===== src/rtl/m10k_arb_pkg.sv =====
// Shared types and constants for the M10K read-port arbiter.
package m10k_arb_pkg;

    // Registered M10K read: address flop plus output flop.
    localparam int unsigned RD_LATENCY = 2;

    // Largest supported requester count; sizes the tag index field.
    localparam int unsigned MAX_NUM_RD = 8;

    // Index width that stays at least 1 bit even for a single requester.
    function automatic int unsigned idx_width(input int unsigned n);
        return (n > 1) ? $clog2(n) : 1;
    endfunction

    localparam int unsigned IDXW = idx_width(MAX_NUM_RD);

    // One stage of the read-return tag pipeline.
    typedef struct packed {
        logic            vld;
        logic [IDXW-1:0] idx;
    } rd_tag_t;

endpackage


===== src/rtl/rr_arbiter.sv =====
// Round-robin arbiter: one grant per cycle among eligible requesters, search
// starting at the pointer; the pointer moves past the winner.
module rr_arbiter
    import m10k_arb_pkg::*;
#(
    parameter int unsigned NUM_REQ = 4,
    localparam int unsigned IdxW   = idx_width(NUM_REQ)
) (
    input  logic               clk,
    input  logic               reset,
    input  logic [NUM_REQ-1:0] req,
    input  logic [NUM_REQ-1:0] mask,
    output logic [NUM_REQ-1:0] gnt,
    output logic               gnt_any,
    output logic [IdxW-1:0]    gnt_idx
);

    logic [IdxW-1:0]    ptr_q, ptr_d;
    logic [NUM_REQ-1:0] elig;

    // Rotating search for the first eligible requester from the pointer.
    always_comb begin
        int unsigned cand;
        cand    = 0;
        elig    = req & mask;
        gnt     = '0;
        gnt_any = 1'b0;
        gnt_idx = '0;
        for (int unsigned k = 0; k < NUM_REQ; k++) begin
            cand = 32'(ptr_q) + k;
            if (cand >= NUM_REQ) begin
                cand = cand - NUM_REQ;
            end
            if (!gnt_any && elig[cand]) begin
                gnt[cand] = 1'b1;
                gnt_any   = 1'b1;
                gnt_idx   = IdxW'(cand);
            end
        end
    end

    // Pointer advances past the winner; unchanged when nothing is granted.
    always_comb begin
        ptr_d = ptr_q;
        if (gnt_any) begin
            if (gnt_idx == IdxW'(NUM_REQ - 1)) begin
                ptr_d = '0;
            end else begin
                ptr_d = gnt_idx + IdxW'(1);
            end
        end
    end

    // Pointer register, synchronous reset.
    always_ff @(posedge clk) begin
        if (reset) begin
            ptr_q <= '0;
        end else begin
            ptr_q <= ptr_d;
        end
    end

endmodule


===== src/rtl/m10k_rd_arbiter.sv =====
// Shares one M10K between NUM_RD read requesters and a single writer.
// Read data returns on the shared bus RD_LATENCY cycles after the grant,
// tagged by a one-hot rd_vld.
module m10k_rd_arbiter
    import m10k_arb_pkg::*;
#(
    parameter int unsigned NUM_RD     = 4,
    parameter int unsigned DATA_WIDTH = 10,
    parameter int unsigned ADDR_WIDTH = 10,
    parameter int unsigned ITE_NUM    = 100
) (
    input  logic                         clk,
    input  logic                         reset,
    input  logic                         wr_valid,
    input  logic [ADDR_WIDTH-1:0]        wr_addr,
    input  logic [DATA_WIDTH-1:0]        wr_data,
    input  logic [NUM_RD-1:0]            rd_req,
    input  logic [NUM_RD*ADDR_WIDTH-1:0] rd_addr,
    output logic [NUM_RD-1:0]            rd_gnt,
    output logic [NUM_RD-1:0]            rd_vld,
    output logic [DATA_WIDTH-1:0]        rd_data,
    output logic                         addr_err,
    output logic                         mem_we,
    output logic [ADDR_WIDTH-1:0]        mem_waddr,
    output logic [DATA_WIDTH-1:0]        mem_d,
    output logic [ADDR_WIDTH-1:0]        mem_raddr,
    input  logic [DATA_WIDTH-1:0]        mem_q
);

    localparam int unsigned IdxW = idx_width(NUM_RD);
    localparam logic [ADDR_WIDTH:0] AddrLimit = (ADDR_WIDTH + 1)'(ITE_NUM);

    logic [ADDR_WIDTH-1:0] req_addr [NUM_RD];
    logic [NUM_RD-1:0]     hazard;
    logic [NUM_RD-1:0]     elig_mask;
    logic [NUM_RD-1:0]     gnt;
    logic                  gnt_any;
    logic [IdxW-1:0]       gnt_idx;
    logic [ADDR_WIDTH-1:0] gnt_addr;

    logic [ADDR_WIDTH-1:0] raddr_q, raddr_d;
    rd_tag_t               tag_q [RD_LATENCY];
    rd_tag_t               tag_d [RD_LATENCY];
    logic                  addr_err_q, addr_err_d;

    // Unpack addresses and skip any requester colliding with this cycle's write,
    // since the RAM does not resolve same-address read/write.
    always_comb begin
        for (int unsigned i = 0; i < NUM_RD; i++) begin
            req_addr[i] = rd_addr[i*ADDR_WIDTH +: ADDR_WIDTH];
            hazard[i]   = wr_valid && (req_addr[i] == wr_addr);
        end
        elig_mask = ~hazard & {NUM_RD{~reset}};
    end

    rr_arbiter #(
        .NUM_REQ (NUM_RD)
    ) u_rr_arbiter (
        .clk     (clk),
        .reset   (reset),
        .req     (rd_req),
        .mask    (elig_mask),
        .gnt     (gnt),
        .gnt_any (gnt_any),
        .gnt_idx (gnt_idx)
    );

    // Read address mux; hold the last granted address while idle.
    always_comb begin
        gnt_addr = req_addr[gnt_idx];
        raddr_d  = gnt_any ? gnt_addr : raddr_q;
    end

    // Tag pipeline next state: stage 0 captures the grant, later stages shift.
    always_comb begin
        tag_d[0].vld = gnt_any;
        tag_d[0].idx = IDXW'(gnt_idx);
        for (int unsigned k = 1; k < RD_LATENCY; k++) begin
            tag_d[k] = tag_q[k-1];
        end
    end

    // Sticky out-of-range flag for granted reads and accepted writes.
    always_comb begin
        addr_err_d = addr_err_q;
        if (gnt_any && ({1'b0, gnt_addr} >= AddrLimit)) begin
            addr_err_d = 1'b1;
        end
        if (wr_valid && ({1'b0, wr_addr} >= AddrLimit)) begin
            addr_err_d = 1'b1;
        end
    end

    // Outputs; reset masks grant, return strobe and write enable immediately.
    always_comb begin
        rd_gnt    = gnt;
        rd_vld    = '0;
        if (tag_q[RD_LATENCY-1].vld && !reset) begin
            rd_vld[tag_q[RD_LATENCY-1].idx[IdxW-1:0]] = 1'b1;
        end
        rd_data   = mem_q;
        addr_err  = addr_err_q;
        mem_we    = wr_valid & ~reset;
        mem_waddr = wr_addr;
        mem_d     = wr_data;
        mem_raddr = raddr_d;
    end

    // State registers; reset drops all in-flight reads.
    always_ff @(posedge clk) begin
        if (reset) begin
            raddr_q    <= '0;
            addr_err_q <= 1'b0;
            for (int unsigned k = 0; k < RD_LATENCY; k++) begin
                tag_q[k] <= '0;
            end
        end else begin
            raddr_q    <= raddr_d;
            addr_err_q <= addr_err_d;
            for (int unsigned k = 0; k < RD_LATENCY; k++) begin
                tag_q[k] <= tag_d[k];
            end
        end
    end

endmodule


===== config.mk =====
export PLATFORM = sky130hd
export DESIGN_NAME = m10k_rd_arbiter
export DESIGN_NICKNAME = d
export VERILOG_FILES = /design/src/rtl/m10k_arb_pkg.sv /design/src/rtl/rr_arbiter.sv /design/src/rtl/m10k_rd_arbiter.sv
export SDC_FILE = /design/constraint.sdc
export NUM_CORES = 1
export LEC_CHECK = 0
export ABC_AREA = 1
export CAP_MARGIN = 15
export CORE_MARGIN = 2
export CORE_UTILIZATION = 43
export CTS_BUF_LIST = sky130_fd_sc_hd__clkbuf_16
export DETAILED_ROUTE_END_ITERATION = 8
export PLACE_DENSITY_LB_ADDON = 0.1
export SYNTH_ARGS = -nofsm -noshare
export SYNTH_HDL_FRONTEND = slang
export SYNTH_SLANG_ARGS = --single-unit
export TNS_END_PERCENT = 1

===== constraint.sdc =====
create_clock -name clk -period 4.2 [get_ports clk]
set_clock_uncertainty 0.1 [all_clocks]
set_input_delay 1.05 -clock clk [delete_from_list [all_inputs] [get_ports clk]]
set_output_delay 1.05 -clock clk [all_outputs]
set_load 0.005 [all_outputs]

==> results of run 1 <==
-- worst max-delay path by stage --
stage,start,to,depth (start not counted)
floorplan,wr_addr[2],mem_raddr[7],19
global placement,wr_addr[0],mem_raddr[7],17
detailed placement,wr_addr[7],mem_raddr[2],19
CTS,wr_addr[0],mem_raddr[7],20
global route,wr_addr[8],addr_err,33
finish,wr_addr[7],addr_err,34
-- cell families after synthesis --
group,count (synthesis),share of synthesized area (%)
XOR/XNOR,6,1.93
buffers and inverters,117,22.0
adder cells (fa/ha/maj),7,3.21
AND/OR/NAND/NOR,270,48.6
AO/OA/AOI/OAI,46,10.4
flip-flops,19,13.9
-- layout make-up --
| class | instances | area share (%) |
|---|---|---|
| inverters | 76 | 5.74 |
| multi-input cells | 331 | 44.3 |
| clock buffers | 3 | 1.45 |
| repair inverters | 1 | 0.145 |
| repair buffers | 233 | 39.1 |
| well taps | 77 | 1.86 |
| clock inverters | 1 | 0.0965 |
| flip-flops and latches | 19 | 7.33 |
-- through the flow --
stage          hold WS [ps]  cells  utilization [%]  total power, uW  area, um^2
6_report                301    741             83.1             4250        5190
5_1_grt                 318    741             83.1             4430        5190
4_1_cts                 303    720             78.5             3580        4900
3_5_place_dp            296    654             62.1             2240        3870
3_3_place_gp            295    654             62.1             2200        3870
2_1_floorplan           288    465                -             1520        2730
-- Yosys cell counts --
| library cell | instances |
|---|---|
| a22oi_1 | 1 |
| a21oi_2 | 1 |
| nor2_1 | 28 |
| o221ai_1 | 1 |
| o211ai_2 | 1 |
| o211ai_1 | 6 |
| xor2_1 | 2 |
| clkbuf_1 | 3 |
| ha_1 | 7 |
| o311ai_0 | 1 |
| a221oi_1 | 2 |
| dfxtp_1 | 19 |
| buf_4 | 31 |
| nand2_8 | 2 |
| o22ai_1 | 2 |
| nand3_1 | 44 |
| nand3_2 | 14 |
| nand3_4 | 4 |
| nor2_2 | 6 |
| nand2_4 | 3 |
| a41oi_1 | 1 |
| inv_2 | 13 |
| o21ai_1 | 1 |
| nor2_4 | 1 |
| a21oi_1 | 20 |
| nor3_1 | 4 |
| o21ai_0 | 8 |
| buf_6 | 4 |
| o21ai_2 | 1 |
| nor2_8 | 1 |
| nand4_1 | 2 |
| buf_8 | 1 |
| nand2_1 | 157 |
| buf_2 | 2 |
| xnor2_1 | 4 |
| clkinv_1 | 3 |
| inv_1 | 60 |
| nand2_2 | 4 |
-- state kept, by name, indices dropped and copies added (netlist names), named ones only --
register	flops
addr_err	1
raddr_q	10
tag_q	6
u_rr_arbiter.ptr_q	1
-- tightest hold or removal path: stages (launching register included) --
cell,delay [ps]
dfxtp_1,290
inv_1,40
nor2_1,30
-- power by group --
group | switching, uW | internal, uW
logic | 1870 | 1890
clock network | 74.7 | 128
registers | 26.0 | 251
-- timing repair --
item,in CTS,in global routing
cloned,4,0
hold buffers,0,0
setup endpoints to repair,14,16
resized for setup,332,68
pin swaps,87,56
buffers inserted,60,21
endpoints found under the hold margin,0,0
-- layer usage --
metal	GRT usage (%)	part of all wire [%]
met5	0	0
met3	5.74	8.1
met4	19.5	9.2
met1	33.1	32
met2	59.5	50
==> reports/metrics.csv, run 1 <==
stage,metric,value,unit
die,die_w,83.7,um
power_and_ir_drop,leakagePower,0.00266,uW
timing,period_share,109,%
clock_tree,path_clk_slew,60,ps
setup_path,crit_type,primary input to flip-flop,
setup_path,worstReg2RegEnd,addr_err,
layout,final_common_cell,nand2_1,
power_and_ir_drop,p_per_area,819,nW/um^2
synth,yosys.area.top_type_share,21.6,%
power_and_ir_drop,peakVddDrop,0.778,mV
routing,drc,0,
setup_path,path_buf_inv,16,
synth,ys_types,38,
placement,preCtsSetupSlack,-1010,ps
routing,num_vias,4122,
placement,io_buffers,86,
synth,postSynthAreaPerCell,5.87,um^2
placement,place_congestion,0.985,
timing,tightest_slew,631,ps
setup_path,cp-end-kind,flip-flop,
worst_hold_path,hp-class,flip-flop to flip-flop,
outcome,status,"finished, violations left",
timing,slew_violations,0,
setup_path,cp.required,4240,ps
die,core_area,6240,um^2
synth,ys_seq_area_share,13.9,%
setup_path,cp.arrival,4630,ps
setup_path,cpPeakStageDelay,170,ps
clock_tree,cts_tree,built,
run,cap_violations,0,
routing,final_antenna_net_count,0,
worst_hold_path,hold_end,tag_q[0][4],
setup_path,crit_path_start_kind,primary input,
synth,synth_fp_nets,549,
grt,grt_max_degree,16,
grt,overflow,0,
routing,viasPerCell,5.56,
grt,grt_pass1_wl,18100,um
timing,tns,-4150,ps
setup_path,worst-path-max-fanout,7,
synth,yosys_register_bits,19,
clock_tree,clk_path_buf_depth,2,
setup_path,reg2regPathDepth,28,
synth,yosysTopAreaCell,nand2_1,
die,die_y,83.7,um
layout,area_growth,90.1,%
synth,synthTopCellsByArea,"nand2_1 (22%), dfxtp_1 (14%), buf_4 (8.5%)",
timing,hold_violations,0,
layout,multi_input_area,2300,um^2
timing,setup-violations-final,15,
synth,syn-cell-area,2730,um^2
worst_hold_path,min_path_cells,2,
die,die_area,7000,um^2
die,io_pins,127,
timing,max_freq,218,MHz
routing,detail_route.first_pass.iterations,5,
routing,wl_per_cell,17.9,um
setup_path,cpLargestDelayFamily,buffers and inverters,
placement,hpwl,7250,um
routing,wirelength,13300,um
clock_tree,cts_sinks,19,
worst_hold_path,min_from,tag_q[0][0],
timing,slew-limit-headroom,57.4,%
setup_path,crit_top_cell,buf_4,
synth,synth_cells,465,
clock_tree,cts_htree_levels,1,
grt,first_global_vias,3981,
timing,rsz0062_at_grt,true,
layout,final_net_count,749,
clock_tree,insertion_delay,250,ps
timing,period_minus_slack,4580,ps
die,start_util,43.7,%
setup_path,reg2reg_slack,350,ps
setup_path,cpMaxStageDelayCell,nor2_2,
layout,fillCellCount,388,
grt,track_usage,32.1,%
layout,antenna_cells,0,
layout,regArea,380,um^2
grt,grt_antenna_before_repair,0,
routing,drt-initial-drc-count,374,
timing,finalWorstSetupSlack,-384,ps
synth,ys_warn_count,0,
clock_tree,numCtsBuffers,3,
die,row_count,29,
layout,drive_gt1_share,51.5,%
clock_tree,cts-root-buf,clkbuf_16,
outcome,violations,setup timing,
layout,final_cell_mix,"nand2_1 (134), buf_4 (110), inv_1 (52), buf_6 (36), nand3_2 (28)",
No activity file was read; power rests on OpenSTA's default activity.
==> inputs of run 2 (changes only) <==
--- a/config.mk
+++ b/config.mk
@@ -12,6 +12,7 @@
 export CTS_BUF_LIST = sky130_fd_sc_hd__clkbuf_16
 export DETAILED_ROUTE_END_ITERATION = 8
 export PLACE_DENSITY_LB_ADDON = 0.1
+export SETUP_SLACK_MARGIN = 0.05
 export SYNTH_ARGS = -nofsm -noshare
 export SYNTH_HDL_FRONTEND = slang
 export SYNTH_SLANG_ARGS = --single-unit
==> run 2 against run 1 <==
The flow still finishes with violations (setup timing). Fmax is 3.8% lower. Sequential share of layout area is 0.25 points lower. Via count is 5.7% higher. Die area stayed put. Final cell count is 1.6% higher. Worst setup slack worse by 180 ps. Critical path depth is 12 lower. Wire length is 16% higher. Global-route usage is 2.9 points higher. Combinational power is 9.8% higher. Worst hold slack better by 1.9 ps. Largest cell class unchanged. Largest power group unchanged. Highest routed layer unchanged.
==> reports/metrics.csv, run 2 (synthesized netlist as in run 1, its figures left out) <==
stage,metric,value,unit,change
outcome,status,"finished, violations left",,unchanged
outcome,violations,setup timing,,unchanged
die,die_area,7000,um^2,unchanged
timing,holdWs,303,ps,was 301 ps
power_and_ir_drop,power.total,4630,uW,was 4250 uW
clock_tree,cts-root-buf,clkbuf_16,,unchanged
placement,io_buffers,86,,unchanged
setup_path,crit_top_cell,nand2_1,,was buf_4
clock_tree,clk_path_buf_depth,2,,unchanged
layout,postLayoutCoreUtil,86.1,%,was 83.1%
layout,area_growth,96.9,%,was 90.1%
die,start_util,43.7,%,unchanged
setup_path,reg2regPathDepth,28,,unchanged
placement,dp.cells,654,,unchanged
timing,tightest_slew,568,ps,was 631 ps
clock_tree,insertion_delay,270,ps,was 250 ps
setup_path,crit_type,primary input to output port,,was primary input to flip-flop
worst_hold_path,hp-class,flip-flop to flip-flop,,unchanged
setup_path,cpMaxStageDelayCell,nor2_1,,was nor2_2
clock_tree,cts_tree,built,,unchanged
timing,finalWorstSetupSlack,-564,ps,was -384 ps
layout,final_common_cell,nand2_1,,unchanged
layout,largest_register_ffs,10,,unchanged
timing,period_share,113,%,was 109%
power_and_ir_drop,p_per_area,861,nW/um^2,was 819 nW/um^2
routing,num_vias,4358,,was 4122
timing,max_freq,210,MHz,was 218 MHz
timing,setup-violations-final,16,,was 15
grt,track_usage,35.0,%,was 32.1%
layout,final_net_count,761,,was 749
worst_hold_path,min_path_cells,2,,unchanged
routing,drc,0,,unchanged
layout,largestRegisters,"raddr_q: 10 flops, tag_q: 6 flops",,unchanged
placement,preCtsSetupSlack,-1010,ps,unchanged
run,cap_violations,0,,unchanged
setup_path,cpPeakStageDelay,220,ps,was 170 ps
die,die_y,83.7,um,unchanged
grt,first_global_vias,4104,,was 3981
layout,top_register,raddr_q,,unchanged
setup_path,crit_chain,buf_6 -> inv_4 -> nor2_1 -> nor2_1 -> nand2_1 -> nor2_1 -> nand3_4 -> nand3_4 -> nand3_4 -> nand2_8 -> nand2_8 -> nor2_8 -> buf_4 -> nand2_4 -> buf_4 -> o21ai_4 -> buf_6 -> o211ai_2 -> nand2_1 -> nand2_1 -> nand2_1 -> buf_2,,
die,row_count,29,,unchanged
clock_tree,path_clk_slew,60,ps,about the same
setup_path,crit_path_start_kind,primary input,,unchanged
placement,place_congestion,0.985,,unchanged
die,die_w,83.7,um,unchanged
timing,slew_violations,0,,unchanged
clock_tree,numCtsBuffers,3,,unchanged
routing,detail_route.first_pass.iterations,5,,unchanged
layout,final_cell_mix,"nand2_1 (129), buf_4 (116), inv_1 (50), buf_6 (45), buf_2 (27)",,"was nand2_1 (134), buf_4 (110), inv_1 (52), buf_6 (36), nand3_2 (28)"
power_and_ir_drop,leakagePower,0.00276,uW,was 0.00266 uW
layout,drive_gt1_share,53.8,%,was 51.5%
setup_path,cp-end-kind,output port,,was flip-flop
die,io_pins,127,,unchanged
setup_path,cp.required,3050,ps,was 4240 ps
routing,wirelength,15300,um,was 13300 um
timing,period_minus_slack,4760,ps,was 4580 ps
clock_tree,cts_sinks,19,,unchanged
die,core_area,6240,um^2,unchanged
routing,final_antenna_net_count,0,,unchanged
setup_path,worst-path-max-fanout,6,,was 7
layout,instances_no_fill,753,,was 741
grt,grt_pass1_wl,19600,um,was 18100 um
placement,hpwl,7250,um,unchanged
timing,rsz0062_at_grt,true,,unchanged
grt,overflow,0,,unchanged
timing,slew-limit-headroom,61.6,%,was 57.4%
grt,grt_max_degree,16,,unchanged
setup_path,cp.arrival,3610,ps,was 4630 ps
timing,hold_violations,0,,unchanged
layout,antenna_cells,0,,unchanged
grt,grt_antenna_before_repair,0,,unchanged
routing,viasPerCell,5.79,,was 5.56
power_and_ir_drop,peakVddDrop,0.815,mV,was 0.778 mV
clock_tree,cts_htree_levels,1,,unchanged
routing,wl_per_cell,20.3,um,was 17.9 um
routing,drt-initial-drc-count,431,,was 374
run 2: changes by cell type in the layout (fill, tap and decap cells not counted), sizes merged:
cell / previous run / this run
clkdlybuf4s50: 20 / 18
clkdlybuf4s15: 22 / 23
buf: 181 / 194
dlygate4sd2: 5 / 4
dlymetal6s2s: 0 / 2
clkbuf: 8 / 7
run 2: area by class of cell:
class	instances	area (um^2)
inverter	76	298
timing repair inverter	1	7.51
sequential	19	380
clock inverter	1	5.00
clock buffer	3	75.1
multi-input combinational	331	2380
tap	77	96.3
timing repair buffer	245	2130
fill	338	868
run 2: power by group:
part           switching, uW  internal (uW)
combinational           2100           2030
clock                   83.2            128
sequential              29.7            251
run 2: per-layer routing:
| metal | vias to the layer above | global-route usage, % | routed length [um] |
|---|---|---|---|
| li1 | 1858 | - | - |
| met5 | - | 0 | 0 |
| met3 | 173 | 6.82 | 1470 |
| met4 | 0 | 25.4 | 1660 |
| met2 | 399 | 62.3 | 7290 |
| met1 | 1928 | 36.2 | 4890 |
run 2: worst max-delay path: cells and delay by family:
kind | cells | cell delay (ps)
AND/OR/NAND/NOR | 14 | 1630
buffers and inverters | 6 | 700
AO/OA/AOI/OAI | 2 | 220
run 2: worst paths after layout:
| kind | start | to | slack [ps] |
|---|---|---|---|
| setup / recovery | wr_addr[8] | mem_raddr[7] | -560 |
| hold / removal | tag_q[0][0] | tag_q[0][4] | 300 |
| setup reg to reg | flip-flop | addr_err | 270 |
| hold reg to reg | tag_q[0][0] | tag_q[0][4] | 300 |
run 2: metrics by stage:
| step | area (um^2) | setup TNS, ps |
|---|---|---|
| after global routing | 5370 | -7640 |
| after floorplan | 2730 | 0 |
| after global placement | 3870 | -11740 |
| after CTS | 4990 | -2040 |
| final | 5370 | -5760 |
| after detailed placement | 3870 | -12360 |
run 2: what timing repair did:
| item | CTS | global route |
|---|---|---|
| setup endpoints to repair | 14 | 16 |
| buffers inserted | 71 | 24 |
| pin swaps | 91 | 58 |
| hold buffers | 0 | 0 |
| gates cloned | 4 | 0 |
| gates resized for setup | 342 | 91 |
==> inputs of run 3 (changes only) <==
--- a/config.mk
+++ b/config.mk
@@ -6,7 +6,6 @@
 export NUM_CORES = 1
 export LEC_CHECK = 0
 export ABC_AREA = 1
-export CAP_MARGIN = 15
 export CORE_MARGIN = 2
 export CORE_UTILIZATION = 43
 export CTS_BUF_LIST = sky130_fd_sc_hd__clkbuf_16
==> results of run 3 <==
Same layout as run 2: the final DEF is identical, and so are final timing and power.
